==> src/rtl/pipe_pkg.sv <==
// Shared definitions for the core's pipeline boundary registers: per-boundary
// control words, their side-effect-free kill values and a control-width helper.
package pipe_pkg;

  typedef enum logic [1:0] {
    BND_FD,
    BND_DE,
    BND_EM,
    BND_MW
  } pipe_bnd_e;

  typedef enum logic [1:0] {
    ENTRY_EMPTY,
    ENTRY_ONE,
    ENTRY_FULL
  } entry_state_e;

  typedef struct packed {
    logic pred_taken;
    logic instr_fault;
  } fd_ctrl_t;

  typedef struct packed {
    logic       reg_write;
    logic [1:0] result_src;
    logic       mem_write;
    logic       jump;
    logic       branch;
    logic [2:0] alu_control;
    logic [4:0] rs1;
    logic [4:0] rs2;
    logic [4:0] rd;
  } de_ctrl_t;

  typedef struct packed {
    logic       reg_write;
    logic [1:0] result_src;
    logic       mem_write;
    logic [4:0] rd;
  } em_ctrl_t;

  typedef struct packed {
    logic       reg_write;
    logic [1:0] result_src;
    logic [4:0] rd;
  } mw_ctrl_t;

  localparam fd_ctrl_t FD_CTRL_KILL = '{pred_taken: 1'b0, instr_fault: 1'b0};

  localparam de_ctrl_t DE_CTRL_KILL = '{
    reg_write:   1'b0,
    result_src:  2'b00,
    mem_write:   1'b0,
    jump:        1'b0,
    branch:      1'b0,
    alu_control: 3'b000,
    rs1:         5'd0,
    rs2:         5'd0,
    rd:          5'd0
  };

  localparam em_ctrl_t EM_CTRL_KILL = '{
    reg_write:  1'b0,
    result_src: 2'b00,
    mem_write:  1'b0,
    rd:         5'd0
  };

  localparam mw_ctrl_t MW_CTRL_KILL = '{
    reg_write:  1'b0,
    result_src: 2'b00,
    rd:         5'd0
  };

  function automatic int unsigned ctrl_width(input pipe_bnd_e bnd);
    case (bnd)
      BND_FD:  return $bits(fd_ctrl_t);
      BND_DE:  return $bits(de_ctrl_t);
      BND_EM:  return $bits(em_ctrl_t);
      BND_MW:  return $bits(mw_ctrl_t);
      default: return $bits(de_ctrl_t);
    endcase
  endfunction

endpackage

==> src/rtl/pipe_slot.sv <==
// One pipeline entry: valid bit, control word and payload, with load, drop
// (valid clear only), kill (force safe control) and asynchronous clear.
module pipe_slot #(
  parameter int unsigned       DATA_W    = 160,
  parameter int unsigned       CTRL_W    = 24,
  parameter logic [CTRL_W-1:0] CTRL_KILL = '0,
  parameter bit                ZERO_DATA = 1'b1
) (
  input  logic              clk,
  input  logic              rst_n,
  input  logic              load_i,
  input  logic              drop_i,
  input  logic              kill_i,
  input  logic [CTRL_W-1:0] ctrl_i,
  input  logic [DATA_W-1:0] data_i,
  output logic              valid_o,
  output logic [CTRL_W-1:0] ctrl_o,
  output logic [DATA_W-1:0] data_o
);

  logic              valid_q, valid_d;
  logic [CTRL_W-1:0] ctrl_q,  ctrl_d;
  logic [DATA_W-1:0] data_q,  data_d;

  // Kill outranks load so a beat arriving with a flush is swallowed.
  always_comb begin
    valid_d = valid_q;
    ctrl_d  = ctrl_q;
    data_d  = data_q;
    if (kill_i) begin
      valid_d = 1'b0;
      ctrl_d  = CTRL_KILL;
      if (ZERO_DATA) begin
        data_d = '0;
      end
    end else if (load_i) begin
      valid_d = 1'b1;
      ctrl_d  = ctrl_i;
      data_d  = data_i;
    end else if (drop_i) begin
      valid_d = 1'b0;
    end
  end

  always_ff @(posedge clk or negedge rst_n) begin
    if (!rst_n) begin
      valid_q <= 1'b0;
      ctrl_q  <= CTRL_KILL;
      data_q  <= '0;
    end else begin
      valid_q <= valid_d;
      ctrl_q  <= ctrl_d;
      data_q  <= data_d;
    end
  end

  assign valid_o = valid_q;
  assign ctrl_o  = ctrl_q;
  assign data_o  = data_q;

endmodule

==> src/rtl/pipe_stage_reg.sv <==
// Valid/ready pipeline boundary register with optional skid entry, flush-to-safe
// control, and saturating stall/bubble performance counters.
module pipe_stage_reg
  import pipe_pkg::*;
#(
  parameter int unsigned       DATA_W    = 160,
  parameter int unsigned       CTRL_W    = ctrl_width(BND_DE),
  parameter logic [CTRL_W-1:0] CTRL_KILL = '0,
  parameter bit                SKID      = 1'b1,
  parameter bit                ZERO_DATA = 1'b1,
  parameter int unsigned       CNT_W     = 16
) (
  input  logic              clk,
  input  logic              rst_n,
  input  logic              in_valid,
  output logic              in_ready,
  input  logic [DATA_W-1:0] in_data,
  input  logic [CTRL_W-1:0] in_ctrl,
  input  logic              flush,
  output logic              out_valid,
  input  logic              out_ready,
  output logic [DATA_W-1:0] out_data,
  output logic [CTRL_W-1:0] out_ctrl,
  output logic [CNT_W-1:0]  stall_cnt,
  output logic [CNT_W-1:0]  bubble_cnt
);

  logic              xfer_in;
  logic              main_load, main_drop, main_valid;
  logic [CTRL_W-1:0] main_ctrl, main_ctrl_in;
  logic [DATA_W-1:0] main_data, main_data_in;
  entry_state_e      occ;
  logic [CNT_W-1:0]  stall_cnt_q, stall_cnt_d;
  logic [CNT_W-1:0]  bubble_cnt_q, bubble_cnt_d;

  assign xfer_in = in_valid && in_ready;

  pipe_slot #(
    .DATA_W    (DATA_W),
    .CTRL_W    (CTRL_W),
    .CTRL_KILL (CTRL_KILL),
    .ZERO_DATA (ZERO_DATA)
  ) u_main (
    .clk     (clk),
    .rst_n   (rst_n),
    .load_i  (main_load),
    .drop_i  (main_drop),
    .kill_i  (flush),
    .ctrl_i  (main_ctrl_in),
    .data_i  (main_data_in),
    .valid_o (main_valid),
    .ctrl_o  (main_ctrl),
    .data_o  (main_data)
  );

  if (SKID) begin : gen_skid
    logic              skid_load, skid_drop, skid_valid;
    logic [CTRL_W-1:0] skid_ctrl;
    logic [DATA_W-1:0] skid_data;

    pipe_slot #(
      .DATA_W    (DATA_W),
      .CTRL_W    (CTRL_W),
      .CTRL_KILL (CTRL_KILL),
      .ZERO_DATA (ZERO_DATA)
    ) u_skid (
      .clk     (clk),
      .rst_n   (rst_n),
      .load_i  (skid_load),
      .drop_i  (skid_drop),
      .kill_i  (flush),
      .ctrl_i  (in_ctrl),
      .data_i  (in_data),
      .valid_o (skid_valid),
      .ctrl_o  (skid_ctrl),
      .data_o  (skid_data)
    );

    // Ready depends only on stored state, cutting the out_ready->in_ready path.
    assign in_ready = !skid_valid;

    always_comb begin
      main_load    = 1'b0;
      main_drop    = 1'b0;
      skid_load    = 1'b0;
      skid_drop    = 1'b0;
      main_ctrl_in = in_ctrl;
      main_data_in = in_data;
      if (skid_valid) begin
        occ = ENTRY_FULL;
      end else if (main_valid) begin
        occ = ENTRY_ONE;
      end else begin
        occ = ENTRY_EMPTY;
      end
      case (occ)
        ENTRY_EMPTY: main_load = xfer_in;
        ENTRY_ONE: begin
          if (out_ready) begin
            main_load = xfer_in;
            main_drop = !xfer_in;
          end else begin
            skid_load = xfer_in;
          end
        end
        ENTRY_FULL: begin
          // Older skid beat advances first; any new beat refills the skid.
          if (out_ready) begin
            main_load    = 1'b1;
            main_ctrl_in = skid_ctrl;
            main_data_in = skid_data;
            skid_load    = xfer_in;
            skid_drop    = !xfer_in;
          end
        end
        default: ;
      endcase
    end
  end else begin : gen_noskid
    assign in_ready = !main_valid || out_ready;

    always_comb begin
      main_load    = 1'b0;
      main_drop    = 1'b0;
      main_ctrl_in = in_ctrl;
      main_data_in = in_data;
      occ          = main_valid ? ENTRY_ONE : ENTRY_EMPTY;
      case (occ)
        ENTRY_EMPTY: main_load = xfer_in;
        ENTRY_ONE: begin
          main_load = xfer_in;
          main_drop = out_ready && !xfer_in;
        end
        default: ;
      endcase
    end
  end

  always_comb begin
    stall_cnt_d  = stall_cnt_q;
    bubble_cnt_d = bubble_cnt_q;
    if (main_valid && !out_ready && (stall_cnt_q != '1)) begin
      stall_cnt_d = stall_cnt_q + CNT_W'(1);
    end
    if (!main_valid && (bubble_cnt_q != '1)) begin
      bubble_cnt_d = bubble_cnt_q + CNT_W'(1);
    end
  end

  always_ff @(posedge clk or negedge rst_n) begin
    if (!rst_n) begin
      stall_cnt_q  <= '0;
      bubble_cnt_q <= '0;
    end else begin
      stall_cnt_q  <= stall_cnt_d;
      bubble_cnt_q <= bubble_cnt_d;
    end
  end

  assign out_valid  = main_valid;
  assign out_ctrl   = main_ctrl;
  assign out_data   = main_data;
  assign stall_cnt  = stall_cnt_q;
  assign bubble_cnt = bubble_cnt_q;

endmodule

==> config.mk <==
export PLATFORM = sky130hd
export DESIGN_NAME = pipe_stage_reg
export DESIGN_NICKNAME = d
export VERILOG_FILES = /design/src/rtl/pipe_pkg.sv /design/src/rtl/pipe_slot.sv /design/src/rtl/pipe_stage_reg.sv
export SDC_FILE = /design/constraint.sdc
export NUM_CORES = 1
export LEC_CHECK = 0
export CAP_MARGIN = 20
export CORE_ASPECT_RATIO = 1.2
export CORE_MARGIN = 2
export CORE_UTILIZATION = 53
export CTS_CLUSTER_DIAMETER = 60
export DETAILED_ROUTE_END_ITERATION = 8
export PLACE_DENSITY_LB_ADDON = 0.05
export SYNTH_ARGS = -nofsm -noshare
export SYNTH_HDL_FRONTEND = slang
export SYNTH_SLANG_ARGS = --single-unit
==> constraint.sdc <==
create_clock -name clk -period 3.95 [get_ports clk]
set_clock_uncertainty 0.15 [all_clocks]
set_input_delay 0.395 -clock clk [delete_from_list [all_inputs] [get_ports clk]]
set_output_delay 0.395 -clock clk [all_outputs]
set_load 0.05 [all_outputs]
## Word-level counts from Yosys, hierarchy flattened

Cells that the tools add are included.

| storage, ports and cells | value |
|---|---|
| bits in registers | 402 |
| input bits | 189 |

| operators by class | value |
|---|---|
| add/subtract/negate cells | 2 |
| eq/ne operators | 4 |
| mux-type cells | 28 |
| reductions and logical operators | 13 |

Operators by type and width:

| operator | number |
|---|---|
| 2-to-1 mux 160 bit | 6 |
| 2-to-1 mux 24 bit | 6 |
| adder 16 x 1 -> 16 bit (second input constant) | 2 |
| != test 16 bit (second input constant) | 2 |
| 2-to-1 mux 1 bit | 13 |
| nonzero test 3 bit | 2 |
| logical AND 1 bit | 4 |
| zero test 1 bit | 4 |
| nonzero test 2 bit | 2 |
| one-hot mux 1 bit (3 select lines) | 1 |
| == test 2 x 1 -> 1 bit (second input constant) | 1 |
| == test 2 bit (second input constant) | 1 |
| zero test 2 bit | 1 |
| 2-to-1 mux 2 bit | 1 |
| one-hot mux 1 bit (2 select lines) | 1 |

## Longest topological paths before layout

| depth | value |
|---|---|
| depth in word-level cells | 8 |
| depth in mapped cells | 6 |
| depth with buffers taken out | 5 |

## By module

A second synthesis with hierarchy kept.

| unflattened totals | value |
|---|---|
| cell total of the unflattened synthesis | 1,556 |
| area total of the unflattened synthesis | 19,009.5 um^2 |

Modules (own cells, without submodules):

| module | times used | cells an instance | area each (um^2) | sequential area each (um^2) |
|---|---|---|---|---|
| pipe_slot | 2 | 598 | 7,567.3 | 4,629.4 |
| pipe_stage_reg | 1 | 360 | 3,875.0 | 800.8 |

## Worst setup path before layout

No wires, ideal clock.

| timing path | value |
|---|---|
| path type | register to register |
| start point | register stall_cnt_q[0] (netlist: stall_cnt[0]) |
| end point | register stall_cnt_q[14] (netlist: stall_cnt[14]) |
| library setup time | 82 ps |
| data arrival time | 1,886 ps |
| required time | 3,718 ps |
| path slack | 1,832 ps |
| stages on the path, launching flop included | 6 |
| buffers on the path | 0 |
| cell sequence | dfrtp_1 ha_1 nand2_1 or4_4 nor4b_4 xor2_1 |

| on the way | value |
|---|---|
| cells in the longest elaborated chain, start to end | 2 |
| elaborated cells on any way between the ends | 3 |
| those cells by class | add/sub: 1; eq/ne: 1; reduce/logical: 1 |

Ends and longest elaborated chain:

| item | line | text |
|---|---|---|
| start, declared | pipe_stage_reg.sv:33 | `logic [CNT_W-1:0] stall_cnt_q, stall_cnt_d;` |
| start signal, assigned | pipe_stage_reg.sv:155 | `stall_cnt_q <= stall_cnt_d;` |
| parallel branches: the longest is 2 deep, another holds adder 16 x 1 -> 16 bit | - |  |

Several ways; the timed one is not identified.
A chain may end at the register's enable or synchronous reset.

## Final worst setup path

| timing path | value |
|---|---|
| start point | register gen_skid.u_skid.valid_q (netlist: gen_skid.u_skid.valid_o) |
| end point | output port in_ready |

| on the way | value |
|---|---|
| cells in the longest elaborated chain, start to end | 1 |

Ends and longest elaborated chain:

| item | line | text |
|---|---|---|
| start, declared | pipe_slot.sv:21 | `logic valid_q, valid_d;` |
| start signal, assigned | pipe_slot.sv:51 | `valid_q <= valid_d;` |
| zero test 1 bit | pipe_stage_reg.sv:80 | `assign in_ready = !skid_valid;` |
| end, declared | pipe_stage_reg.sv:16 | `output logic in_ready,` |

No other way between the ends.

==> metrics <==
Worst Path Arrival=just under 2000 ps; GR Overflow Total=0; R2R depth=5; first-pass GRT wire length=69520 um; Vias per Instance=6.005; leak pwr=10.96 nW; RR Endpoint=u_main.data_o[3]$_DFFE_PN0P_; Tightest Pin Transition=roughly 960 ps; post-synthesis simple-gate area fraction=2.675%; deepest clock path buffer count=3; commonest cells in the netlist=dfrtp_1 (402), a22o_1 (184), mux2i_1 (184), o2bb2ai_1 (184), buf_2 (55); die width=164.7 um; WL final=44640 um; total power divided by cell area=469.9 mW/mm2; fillcell total=2104; Layout area overhead=35.68%; final slew viol count=0; Syn Nets=1372; ys async rst share=100.0%; Synth Area in Compound Gates=20.35%; Peak supply drop=0.0003357 V; Fmax=between 300 and 400 MHz; Die Ht=196.8 um; Total GRT Usage=27.28%; Hold Vio Cnt, Final=0; element type at the critical path start=register; synth top area cells=dfrtp_1 (61%), mux2i_1 (11%), a22o_1 (9.8%), o2bb2ai_1 (9.8%), buf_2 (1.7%); initial antenna violation count=8; ys flop type=dfrtp_1; combinational family with the most area after synthesis=compound AO/OA/AOI/OAI gates; hold_ws=235.4 ps; drt pass-1 iters=5; Post-Syn Area=0.01642 mm2; Total Power=0.01047 W; Seq/Total Area, Yosys=61.28%; htree depth=2; CP required=around 3400 ps; Core Footprint=0.03048 mm2; Sum Neg Setup Slack=0 ps; Clk pin slew, worst setup/hold paths=around 60 ps; cts bufs inserted=41; relative slew slack=36.32%; worst hold path type=in -> async; wire per inst=22.53 um; Port-buffer cells=~410; CP Capture Type=output port; Std-Cell Rows=70; Yosys top cell area share=61.28%; cts repair resizes=0; CP max stage delay=840 ps; vias in the first global route=12191; crit-path cells=inv_1, clkdlybuf4s50_1; CP Max Fanout=5; TritonCTS Sinks=roughly 400; Yosys cell types=39; crit path max-delay cell type=clkdlybuf4s50_1; largest net degree at the start of global routing=185; detailed-route DRC error count=0; area leader, netlist=dfrtp_1; multiplexer share of the synthesized area=11.49%; layout cells sized above 1=6.831%; root buffer cell=clkbuf_16; Final Cycle Share=64.18%; Gate Count Post-Synth=1181; DRT iter0 DRCs=951; Crit Path Class=reg -> out; status=finished clean; CTS tree=done; Final Core Density=73.08%; routed via count=11896; Avg Cell Area, Syn=13.90 um2; Yosys reg bits=roughly 400; RSZ-0062 raised after global routing=false; r2r startpoint=u_main.valid_o$_DFFE_PN0P_; XOR/XNOR share of the synthesized area=1.280%; maxcap violations=0; Die ar.=0.03241 mm2; Ys Warns=0; I/O Pins=407; later-pin clock latency in the skew report=530 ps; fin nets=1742; endpoints failing setup=0; cell with the most instances after synthesis=dfrtp_1; Post-DRT Antenna Nets=0; Min Clock Period, post-route=2535 ps; worst reg-to-reg setup slack=around 1600 ps; last weighted congestion value of the routability-driven placer=around 0.83; Post-Synth Adder-Cell Area=0.1524%; number of synthesized flops with an enable pin=0; Starting Density=53.86%; Post-DP HPWL=roughly 28000 um
-- routing by layer --
metal,share of wire [%],vias up,track usage (%)
li1,-,5309,-
met4,3.8,6,10.40
met1,42,6086,37.21
met2,46,401,41.41
met3,8.2,94,8.186
met5,0.090,-,0
-- critical path, delay by kind of cell, from the launching register on --
kind	cells	cell delay, ps
buffers and inverters	2	1030
DFF	1	440
-- final cells by class --
type | instances | area (um2) | share of cell area [%]
sequential | 402 | 10060 | 45.16
inverter | 3 | 11.26 | 0.05056
timing repair buffer | 427 | 4404 | 19.77
clock buffer | 51 | 1144 | 5.134
antenna | 4 | 10.01 | 0.04494
tap | 396 | 495.5 | 2.224
multi-input combinational | 676 | 5946 | 26.69
clock inverter | 22 | 203.9 | 0.9156
-- registers in the layout (all words and copies together) (netlist names) --
signal and cells:
u_main.ctrl_o 24, stall_cnt 16, gen_skid.u_skid.ctrl_o 24, u_main.valid_o 1, gen_skid.u_skid.valid_o 1, gen_skid.u_skid.data_o 160
bubble_cnt 16, u_main.data_o 160
-- through the flow --
step / instance area (um2) / instances / worst slack (ps)
final: 22270 / 1981 / 1415
after global routing: 22270 / 1980 / 1352
after CTS: 22260 / 1977 / 1393
after detailed placement: 20910 / 1903 / 1226
after global placement: 20910 / 1903 / 1248
after floorplan: 16420 / 1181 / 1832
-- cell families (layout without fill, tap and decap cells) --
| family | count (synthesis) | count (layout) |
|---|---|---|
| muxes | 188 | 188 |
| buffers and inverters | 103 | 503 |
| other | 0 | 4 |
| adders and majority gates | 2 | 2 |
| and+or+nand+nor | 75 | 75 |
| xor gates and xnor gates | 24 | 24 |
| DFF | 402 | 402 |
| AOI/OAI and AO/OA | 387 | 387 |
-- report_power, final --
| part | internal, W | leakage (nW) | switching, W |
|---|---|---|---|
| clock network | 0.00226 | 0.671 | 0.00163 |
| registers | 0.00436 | 5.46 | 0.000212 |
| logic | 0.000727 | 4.83 | 0.00127 |
| total | 0.00734 | 11.0 | 0.00312 |
-- layout by cell type, fill, tap and decap left out, drive strengths merged, types with 9 or more instances in the layout --
cell / n
clkdlybuf4s50: 405
dfrtp: 402
a22o: 184
mux2i: 184
o2bb2ai: 184
clkbuf: 51
xor2: 22
buf: 21
clkinv: 16
nor2: 15
nand2: 11
nand4: 10
nand3: 9
a21oi: 9
nor3: 9
-- how the worst max path moves through the flow --
| stage | start | to | cells past startpoint |
|---|---|---|---|
| floorplan | stall_cnt[0]$_DFFE_PN0P_ | stall_cnt[14]$_DFFE_PN0P_ | 5 |
| global placement | in_valid | u_main.data_o[12]$_DFFE_PN0P_ | 5 |
| detailed placement | in_valid | u_main.ctrl_o[3]$_DFFE_PN0P_ | 5 |
| CTS | gen_skid.u_skid.valid_o$_DFFE_PN0P_ | in_ready | 2 |
| global route | gen_skid.u_skid.valid_o$_DFFE_PN0P_ | in_ready | 2 |
| finish | gen_skid.u_skid.valid_o$_DFFE_PN0P_ | in_ready | 2 |
-- what timing repair did --
action | 4_1_cts | 5_1_grt
endpoints found under the hold margin | 53 | 0
buffers inserted | 0 | 0
hold buffers | 1 | 0
No activity file was read; power rests on OpenSTA's default activity.
